$ cat src/rtl/block_layer_renderer.sv
// Brick-field renderer: scan position -> cell address -> block code -> pixel.
// Three-stage pipeline matched to a block map with one registered read cycle,
// plus a single-slot flash animation for the most recently hit cell.
module block_layer_renderer #(
  parameter int LEFT         = 64,
  parameter int TOP          = 0,
  parameter int COLS         = 10,
  parameter int ROWS         = 30,
  parameter int CW_LOG2      = 5,
  parameter int CH_LOG2      = 4,
  parameter int COL_W        = 5,
  parameter int ROW_W        = 5,
  parameter int FLASH_FRAMES = 8
) (
  input  logic             clk,
  input  logic             rst,
  input  logic [9:0]       hcounter,
  input  logic [9:0]       vcounter,
  input  logic             pix_valid,
  input  logic             frame_start,
  input  logic             hit_valid,
  input  logic [ROW_W-1:0] hit_row,
  input  logic [COL_W-1:0] hit_col,
  output logic [ROW_W-1:0] sel_row,
  output logic [COL_W-1:0] sel_col,
  input  logic [2:0]       block,
  output logic [3:0]       out,
  output logic             out_valid
);

  localparam int CW    = 1 << CW_LOG2;
  localparam int CH    = 1 << CH_LOG2;
  localparam int I_LO  = CW / 4;
  localparam int I_HI  = (3 * CW) / 4 - 1;
  localparam int RIGHT = LEFT + COLS * CW;
  localparam int BOT   = TOP + ROWS * CH;

  // Stage 1 combinational decode: shifts and masks only, no dividers.
  logic [9:0]         dx, dy;
  logic               area_c;
  logic [COL_W-1:0]   col_c;
  logic [ROW_W-1:0]   row_c;

  assign dx     = hcounter - 10'(LEFT);
  assign dy     = vcounter - 10'(TOP);
  assign area_c = (32'(hcounter) >= LEFT) && (32'(hcounter) < RIGHT) &&
                  (32'(vcounter) >= TOP)  && (32'(vcounter) < BOT);
  assign col_c  = COL_W'(dx >> CW_LOG2);
  assign row_c  = ROW_W'(dy >> CH_LOG2);

  // Pipeline state.
  logic [CW_LOG2-1:0] s1_i, s2_i;
  logic [CH_LOG2-1:0] s1_j, s2_j;
  logic               s1_in, s2_in, s1_valid, s2_valid;
  logic               s2_match, s2_flash_even;

  // Flash slot.
  logic [ROW_W-1:0]   fl_row;
  logic [COL_W-1:0]   fl_col;
  logic [7:0]         fl_cnt;
  logic               hit_ok;

  assign hit_ok = hit_valid && (32'(hit_row) < ROWS) && (32'(hit_col) < COLS);

  // Stage 1: register the map address and the in-cell offsets.
  always_ff @(posedge clk) begin
    // NOTE: state registers use non-blocking assignments so every stage samples
    // the previous stage's pre-edge value; blocking here would collapse stages.
    if (rst) begin
      sel_row  <= '0;
      sel_col  <= '0;
      s1_i     <= '0;
      s1_j     <= '0;
      s1_in    <= 1'b0;
      s1_valid <= 1'b0;
    end else begin
      sel_row  <= (area_c && pix_valid) ? row_c : '0;
      sel_col  <= (area_c && pix_valid) ? col_c : '0;
      s1_i     <= dx[CW_LOG2-1:0];
      s1_j     <= dy[CH_LOG2-1:0];
      s1_in    <= area_c;
      s1_valid <= pix_valid;
    end
  end

  // Stage 2: delay offsets while the map reads; compare against the flash slot.
  always_ff @(posedge clk) begin
    if (rst) begin
      s2_i          <= '0;
      s2_j          <= '0;
      s2_in         <= 1'b0;
      s2_valid      <= 1'b0;
      s2_match      <= 1'b0;
      s2_flash_even <= 1'b0;
    end else begin
      s2_i          <= s1_i;
      s2_j          <= s1_j;
      s2_in         <= s1_in;
      s2_valid      <= s1_valid;
      s2_match      <= (fl_cnt != 8'd0) && (sel_row == fl_row) && (sel_col == fl_col);
      s2_flash_even <= ~fl_cnt[0];
    end
  end

  // Flash slot: a valid hit loads and wins over a same-cycle frame decrement.
  always_ff @(posedge clk) begin
    if (rst) begin
      fl_row <= '0;
      fl_col <= '0;
      fl_cnt <= 8'd0;
    end else if (hit_ok) begin
      fl_row <= hit_row;
      fl_col <= hit_col;
      fl_cnt <= 8'(FLASH_FRAMES);
    end else if (frame_start && fl_cnt != 8'd0) begin
      fl_cnt <= fl_cnt - 8'd1;
    end
  end

  // Stage 3 combinational: pixel shading from the block code and offsets.
  logic [3:0] pix_c;
  logic       edge_j, edge_i_wide;

  assign edge_j      = (s2_j == '0) || (s2_j == CH_LOG2'(CH - 1));
  assign edge_i_wide = (s2_i == '0) || (s2_i == CW_LOG2'(CW - 1));

  // Shade the pixel; flash overrides the map code for the whole flash cell.
  always_comb begin
    // NOTE: default assigned first so every path drives pix_c and no latch forms.
    pix_c = 4'b0000;
    if (s2_valid && s2_in) begin
      if (s2_match) begin
        pix_c = s2_flash_even ? 4'b1111 : 4'b0000;
      end else if (block == 3'b000) begin
        pix_c = 4'b0000;
      end else if (!block[2]) begin
        if (s2_i == CW_LOG2'(I_LO) || s2_i == CW_LOG2'(I_HI)) begin
          pix_c = 4'b1000;
        end else if (s2_i > CW_LOG2'(I_LO) && s2_i < CW_LOG2'(I_HI)) begin
          if (edge_j) begin
            pix_c = 4'b1000;
          end else begin
            case (block[1:0])
              2'b01:   pix_c = 4'b1100;
              2'b10:   pix_c = 4'b1110;
              default: pix_c = 4'b1101;
            endcase
          end
        end
      end else begin
        if (edge_i_wide || edge_j) begin
          pix_c = 4'b1000;
        end else begin
          case (block[1:0])
            2'b00:   pix_c = 4'b1001;
            2'b01:   pix_c = 4'b1011;
            2'b10:   pix_c = 4'b1010;
            default: pix_c = 4'b1111;
          endcase
        end
      end
    end
  end

  // Stage 3: output register.
  always_ff @(posedge clk) begin
    if (rst) begin
      out       <= 4'b0000;
      out_valid <= 1'b0;
    end else begin
      out       <= pix_c;
      out_valid <= s2_valid;
    end
  end

endmodule

$ cat config.mk
export PLATFORM = sky130hd
export DESIGN_NAME = block_layer_renderer
export DESIGN_NICKNAME = d
export VERILOG_FILES = /design/src/rtl/block_layer_renderer.sv
export SDC_FILE = /design/constraint.sdc
export NUM_CORES = 1
export LEC_CHECK = 0
export CAP_MARGIN = 40
export CORE_MARGIN = 2
export CORE_UTILIZATION = 44
export CTS_CLUSTER_DIAMETER = 30
export DETAILED_ROUTE_END_ITERATION = 16
export GPL_TIMING_DRIVEN = 0
export PLACE_DENSITY = 0.81
export RECOVER_POWER = 50
export SKIP_LAST_GASP = 1
export SLEW_MARGIN = 10
export SYNTH_ARGS = -nofsm -noshare
export SYNTH_HDL_FRONTEND = slang
export SYNTH_SLANG_ARGS = --single-unit
$ cat constraint.sdc
create_clock -name clk -period 1.7 [get_ports clk]
set_input_delay 0.34 -clock clk [delete_from_list [all_inputs] [get_ports clk]]
set_output_delay 0.34 -clock clk [all_outputs]
set_load 0.01 [all_outputs]
==> results of run 1 <==
[report_power, final]
group | leakage [nW] | switching, mW | internal, mW
registers | 0.467 | 0.144 | 1.47
logic | 0.760 | 0.425 | 0.446
clock network | 0.0919 | 0.513 | 0.651
[sequential cells by signal (all words and copies together), names as in the netlist, 4 cells and up]
name,count
sel_col,5
sel_row,5
s2_j,4
s1_i,5
s2_i,5
out,4
fl_cnt,8
fl_row,5
fl_col,5
s1_j,4
[worst max path at each step]
| stage | start | end | slack [ns] | cells past startpoint |
|---|---|---|---|---|
| final | fl_cnt[3] | fl_cnt[0] | 0.03 | 4 |
| after global routing | fl_cnt[3] | fl_cnt[0] | -0.04 | 4 |
| after CTS | fl_cnt[0] | fl_cnt[4] | -0.02 | 6 |
| after detailed placement | hcounter[8] | sel_col[3] | -0.39 | 5 |
| after global placement | hcounter[8] | sel_col[3] | -0.40 | 5 |
| after floorplan | fl_cnt[0] | fl_cnt[5] | 0.15 | 4 |
[cells by family (layout without fill, tap and decap cells)]
family	Yosys count	count (layout)	synth area share (%)
flops	57	57	51.09
compound gates	23	23	7.900
buf+inv	16	85	2.745
fa+ha+maj	9	9	5.042
mux	9	9	4.034
xor+xnor	15	15	5.882
simple gates	90	90	23.31
[layer usage]
layer | global-route usage [%] | up-vias
li1 | - | 876
met1 | 20.58 | 758
met2 | 28.46 | 39
met3 | 5.355 | 7
met4 | 9.357 | 0
met5 | 0 | -
[through the flow]
| stage | instance area, um^2 | power [mW] | hold slack [ns] | instances |
|---|---|---|---|---|
| final | 3077 | 3.646 | 0.4371 | 355 |
| after global routing | 3077 | 3.853 | 0.4549 | 355 |
| after CTS | 3054 | 3.617 | 0.4371 | 355 |
| after detailed placement | 2828 | 2.374 | 0.4204 | 337 |
| after global placement | 2828 | 2.346 | 0.4168 | 337 |
| after floorplan | 2233 | 2.147 | 0.4138 | 219 |
[cell usage in the layout (no fill, tap or decap), types with 4 or more instances in the layout]
| cell | instances |
|---|---|
| clkbuf_1 | 6 |
| dfxtp_1 | 55 |
| xor2_1 | 11 |
| ha_1 | 9 |
| inv_1 | 10 |
| nor2b_1 | 24 |
| a21oi_1 | 4 |
| nor2_1 | 24 |
| nand2b_1 | 6 |
| clkdlybuf4s50_1 | 47 |
| nand2_1 | 6 |
| mux2i_1 | 9 |
| xnor2_1 | 4 |
| clkbuf_8 | 12 |
| nor4_1 | 5 |
| and2_1 | 8 |
[repair_timing]
item                                    CTS  global route
endpoints found under the setup margin   13            15
buffers inserted                          2             0
pin swaps                                 2             2
gates resized for setup                   4             7
[synth_stat cells, drive strengths merged]
| cell type | count |
|---|---|
| a21boi | 1 |
| or3 | 2 |
| xor2 | 11 |
| and3b | 1 |
| nand2b | 6 |
| and4 | 3 |
| nor4 | 6 |
| nand4 | 2 |
| a211oi | 2 |
| a22oi | 1 |
| nand4b | 1 |
| o2111a | 1 |
| nor2 | 24 |
| nor3b | 1 |
| and2 | 8 |
| or4 | 3 |
| o311ai | 1 |
| dfxtp | 57 |
| ha | 9 |
| nand2 | 6 |
| clkbuf | 5 |
| o21bai | 1 |
| or4b | 1 |
| nor3 | 2 |
| buf | 1 |
| nor2b | 24 |
| a2111oi | 3 |
| o31a | 1 |
| xnor2 | 4 |
| a21oi | 4 |
| inv | 10 |
| a221o | 2 |
| mux2i | 9 |
| o21ai | 2 |
| a211o | 1 |
| a31oi | 3 |
[area by class of cell]
cell class | count | area [um^2] | share of cell area [%]
plain buffers | 6 | 23.77 | 0.7727
clock inverters | 3 | 23.77 | 0.7727
inverters | 10 | 37.54 | 1.220
repair buffers | 53 | 526.8 | 17.12
flip-flops and latches | 57 | 1144 | 37.17
clock buffers | 13 | 168.9 | 5.490
well taps | 67 | 83.83 | 2.725
multi-input cells | 146 | 1069 | 34.73
==> impl_metrics.toml, run 1 <==
[yosys]
synthTopCellsByArea = "dfxtp_1 51%, nor2b_1 6.7%, ha_1 5.0%"
synth_seq_cells = 57
synth.top_cell.area_share_pct = 51.09
syn_avg_cell_area_um2 = 10.20
synth_cell_type_count = 39
synth_seq_area_share_pct = 51.09
syn_inst = 219
yosysWarnings = 0
yosys.area.top_type = "dfxtp_1"
syn-num-nets = 266
syn_area_um2 = 2233

[worst_setup_path]
r2r_start = "fl_cnt[3]"
crit_buf_inv = 0
r2r_end = "fl_cnt[0]"
crit_arrival_ns = 1.87
slowest_stage = "or4_4"
path_cells = "or4_4 -> o31a_1 -> xnor2_1 -> nor2_1"
cp_max_fo = 7
crit_family = "simple AND/OR/NAND/NOR gates"
cp.required_ns = 1.90
r2r_setup_slack_ns = 0.03
crit_type = "reg -> reg"
start_kind = "flop"
ff2ff_path_depth = 4
cp-end-kind = "flop"
critPathMaxStageDelay_ns = 0.59

[sta]
rsz0062_at_grt = "yes"
slew_viol_final = 0
hold_viol_final = 0
finalSetupTns_ns = 0
fin_crit_ns = 1.671
relSlewSlack_pct = 64.78
layout_setup_ws_ns = 0.02862
fmax_ghz = 0.5983
setup_viol = 0
worst_slew_pin_slew_ns = 0.5283
clock_skew_ns = 0.005050
finalCritPeriodShare_pct = 98.32

[cells_and_area]
utilization_pct = 63.87
diodes = 0
nets = 330
syn_to_final_growth_pct = 37.76
layout-drive-gt1-share_pct = 9.722
num-fill-cells = 419

[floorplanning]
rows = 25
dieHeight_um = 75.25
start_util_pct = 46.36
ioPinCount = 53
die_area_um2 = 5662
core-area_um2 = 4817
die_width_um = 75.25

[clock_network]
clockBufferDepth = 2
clk_pin_slew_ns = 0.06
clk_latency_ns = 0.32
clockRootBuffer = "clkbuf_8"
cts_hold_buf = 0
cts-htree-levels = 3
numCtsBuffers = 9
clkSinkCount = 57
cts_tree = "built"

[grt]
overflow = 0
grtUsageTotal_pct = 17.45
grt_max_degree = 11
grt_first_pass_wirelength_um = 7210
grt_pass1_vias = 1641
antenna_found_initial = 0

[detailed_routing]
wl_met2_um = 2233
top_layer_used = "met4"
viasPerCell = 4.732
ant_nets = 0
drc_errors = 0
drt_first_pass_iters = 5
met3_length_um = 192
drt_iter0_drc = 62
wl_per_cell_um = 12.67
met1_length_um = 1997
vias = 1680
totalWireLength_um = 4497

[power_and_ir_drop]
leakagePower_nw = 1.319
ir_drop_mv = 0.4943
power-per-cell-area_nw_per_um2 = 1185

[min_path]
min_to = "s2_j[1]"
holdPathStages = 1
holdCritPathClass = "reg -> reg"
hold_path_startpoint = "s1_j[1]"

[status]
outcome = "finished clean"

[place]
portBuffers = 51
place_ws_ns = -0.3930
dp_hpwl_um = 3148
place_congestion = 0.8412

[job]
drv_cap = 0
Power figures use the tool's default switching activity.
==> run 2: changes to the inputs <==
- GPL_ROUTABILITY_DRIVEN: not set -> 0
- GPL_TIMING_DRIVEN: 0 -> not set
==> impl_metrics.toml, run 2 (synthesis gave the netlist of run 1 again) <==
[status]
outcome = "finished clean"

[worst_setup_path]
cp-end-kind = "flop"
r2r_setup_slack_ns = 0.06
r2r_start = "fl_cnt[4]"
cp.required_ns = 1.95
ff2ff_path_depth = 3
critPathMaxStageDelay_ns = 0.52
start_kind = "input pin"
r2r_end = "fl_cnt[7]"
crit_arrival_ns = 1.89
crit_family = "buffers and inverters"
slowest_stage = "clkdlybuf4s50_1"
crit_buf_inv = 2
crit_type = "in -> reg"
cp_max_fo = 10
path_cells = "clkdlybuf4s50_1 -> a2111oi_1 -> nand2_1 -> nor3b_2 -> buf_4 -> a21boi_0"

[job]
drv_cap = 0

[sta]
clock_skew_ns = 0.005111
finalSetupTns_ns = 0
fmax_ghz = 0.6094
fin_crit_ns = 1.641
slew_viol_final = 0
hold_viol_final = 0
layout_setup_ws_ns = 0.05905
worst_slew_pin_slew_ns = 0.4193
relSlewSlack_pct = 71.79
rsz0062_at_grt = "yes"
setup_viol = 0
hold-worst-slack_ns = 0.4325
finalCritPeriodShare_pct = 96.53

[detailed_routing]
drt_first_pass_iters = 4
vias = 1763
totalWireLength_um = 4478
ant_nets = 0
drt_iter0_drc = 75
drc_errors = 0
viasPerCell = 4.701
wl_per_cell_um = 11.94

[cells_and_area]
layout-drive-gt1-share_pct = 16.56
num-fill-cells = 394
final_area_um2 = 3242
largest_reg_flops = 8
diodes = 0
final_cell_mix = "55 x dfxtp_1, 51 x clkdlybuf4s50_1, 27 x buf_4, 24 x nor2b_1, 24 x nor2_1"
nets = 350
utilization_pct = 67.30
stdcell_count = 375
top_register = "fl_cnt"
syn_to_final_growth_pct = 45.15
final_common_cell = "dfxtp_1"

[power_and_ir_drop]
power-per-cell-area_nw_per_um2 = 1184
total_power_mw = 3.840
ir_drop_mv = 0.5325
leakagePower_nw = 1.440

[min_path]
holdCritPathClass = "reg -> reg"
holdPathStages = 1
hold_path_startpoint = "s1_j[2]"
min_to = "s2_j[2]"

[grt]
grt_pass1_vias = 1687
grtUsageTotal_pct = 17.46
antenna_found_initial = 0
grt_first_pass_wirelength_um = 7210
overflow = 0
grt_max_degree = 16

[place]
place_ws_ns = -0.3770
dp_hpwl_um = 3386
dp.cells = 359
portBuffers = 52
placed_area_um2 = 3017

[clock_network]
numCtsBuffers = 9
clockRootBuffer = "clkbuf_8"
cts_tree = "built"
clockBufferDepth = 2
cts_hold_buf = 0
clk_latency_ns = 0.33
clk_pin_slew_ns = 0.06
clkSinkCount = 57
cts-htree-levels = 3

[floorplanning]
die_area_um2 = 5662
core-area_um2 = 4817
ioPinCount = 53
dieHeight_um = 75.25
rows = 25
start_util_pct = 46.36
die_width_um = 75.25
==> run 2: worst max path at each step <==
stage / from / endpoint / slack, ns / depth (start not counted)
finish: rst / sel_col[3] / 0.06 / 6
floorplan: fl_cnt[0] / fl_cnt[5] / 0.15 / 4
detailed placement: frame_start / fl_cnt[5] / -0.38 / 5
global placement: frame_start / fl_cnt[5] / -0.33 / 5
CTS: frame_start / fl_cnt[5] / 0.006 / 5
global route: rst / sel_col[3] / -0.0002 / 6
==> run 2: worst reg2reg max path, delay by kind of cell, from the launching register on <==
kind	cells	cell delay (ns)
DFF	1	0.37
AOI/OAI and AO/OA	1	0.14
and+or+nand+nor	2	1.06
==> run 2: per-layer routing <==
metal / wire length [um] / global-route usage, % / part of all wire [%]
met5: 0 / 0 / 0
met4: 85 / 11.11 / 1.9
met3: 195 / 4.685 / 4.4
met2: 2257 / 28.56 / 50
met1: 1938 / 20.20 / 43
==> run 2: power breakdown <==
part / leakage [nW] / internal [mW] / switching (mW)
combinational: 0.871 / 0.619 / 0.490
sequential: 0.467 / 1.47 / 0.0946
clock: 0.102 / 0.683 / 0.485
total: 1.44 / 2.77 / 1.07
==> run 2: what timing repair did <==
action                     in CTS  in global routing
setup endpoints to repair       2                 13
pin swaps                       0                  1
setup buffers                   0                  0
resized for setup               2                  6
gates cloned                    0                  0
==> run 2: cell type report <==
type	count	area (um^2)	area share, %
inverter	10	37.54	1.158
timing repair buffer	79	725.7	22.39
tap	67	83.83	2.586
multi-input combinational	146	1059	32.65
clock inverter	2	10.01	0.3088
sequential	57	1144	35.28
clock buffer	14	182.7	5.635
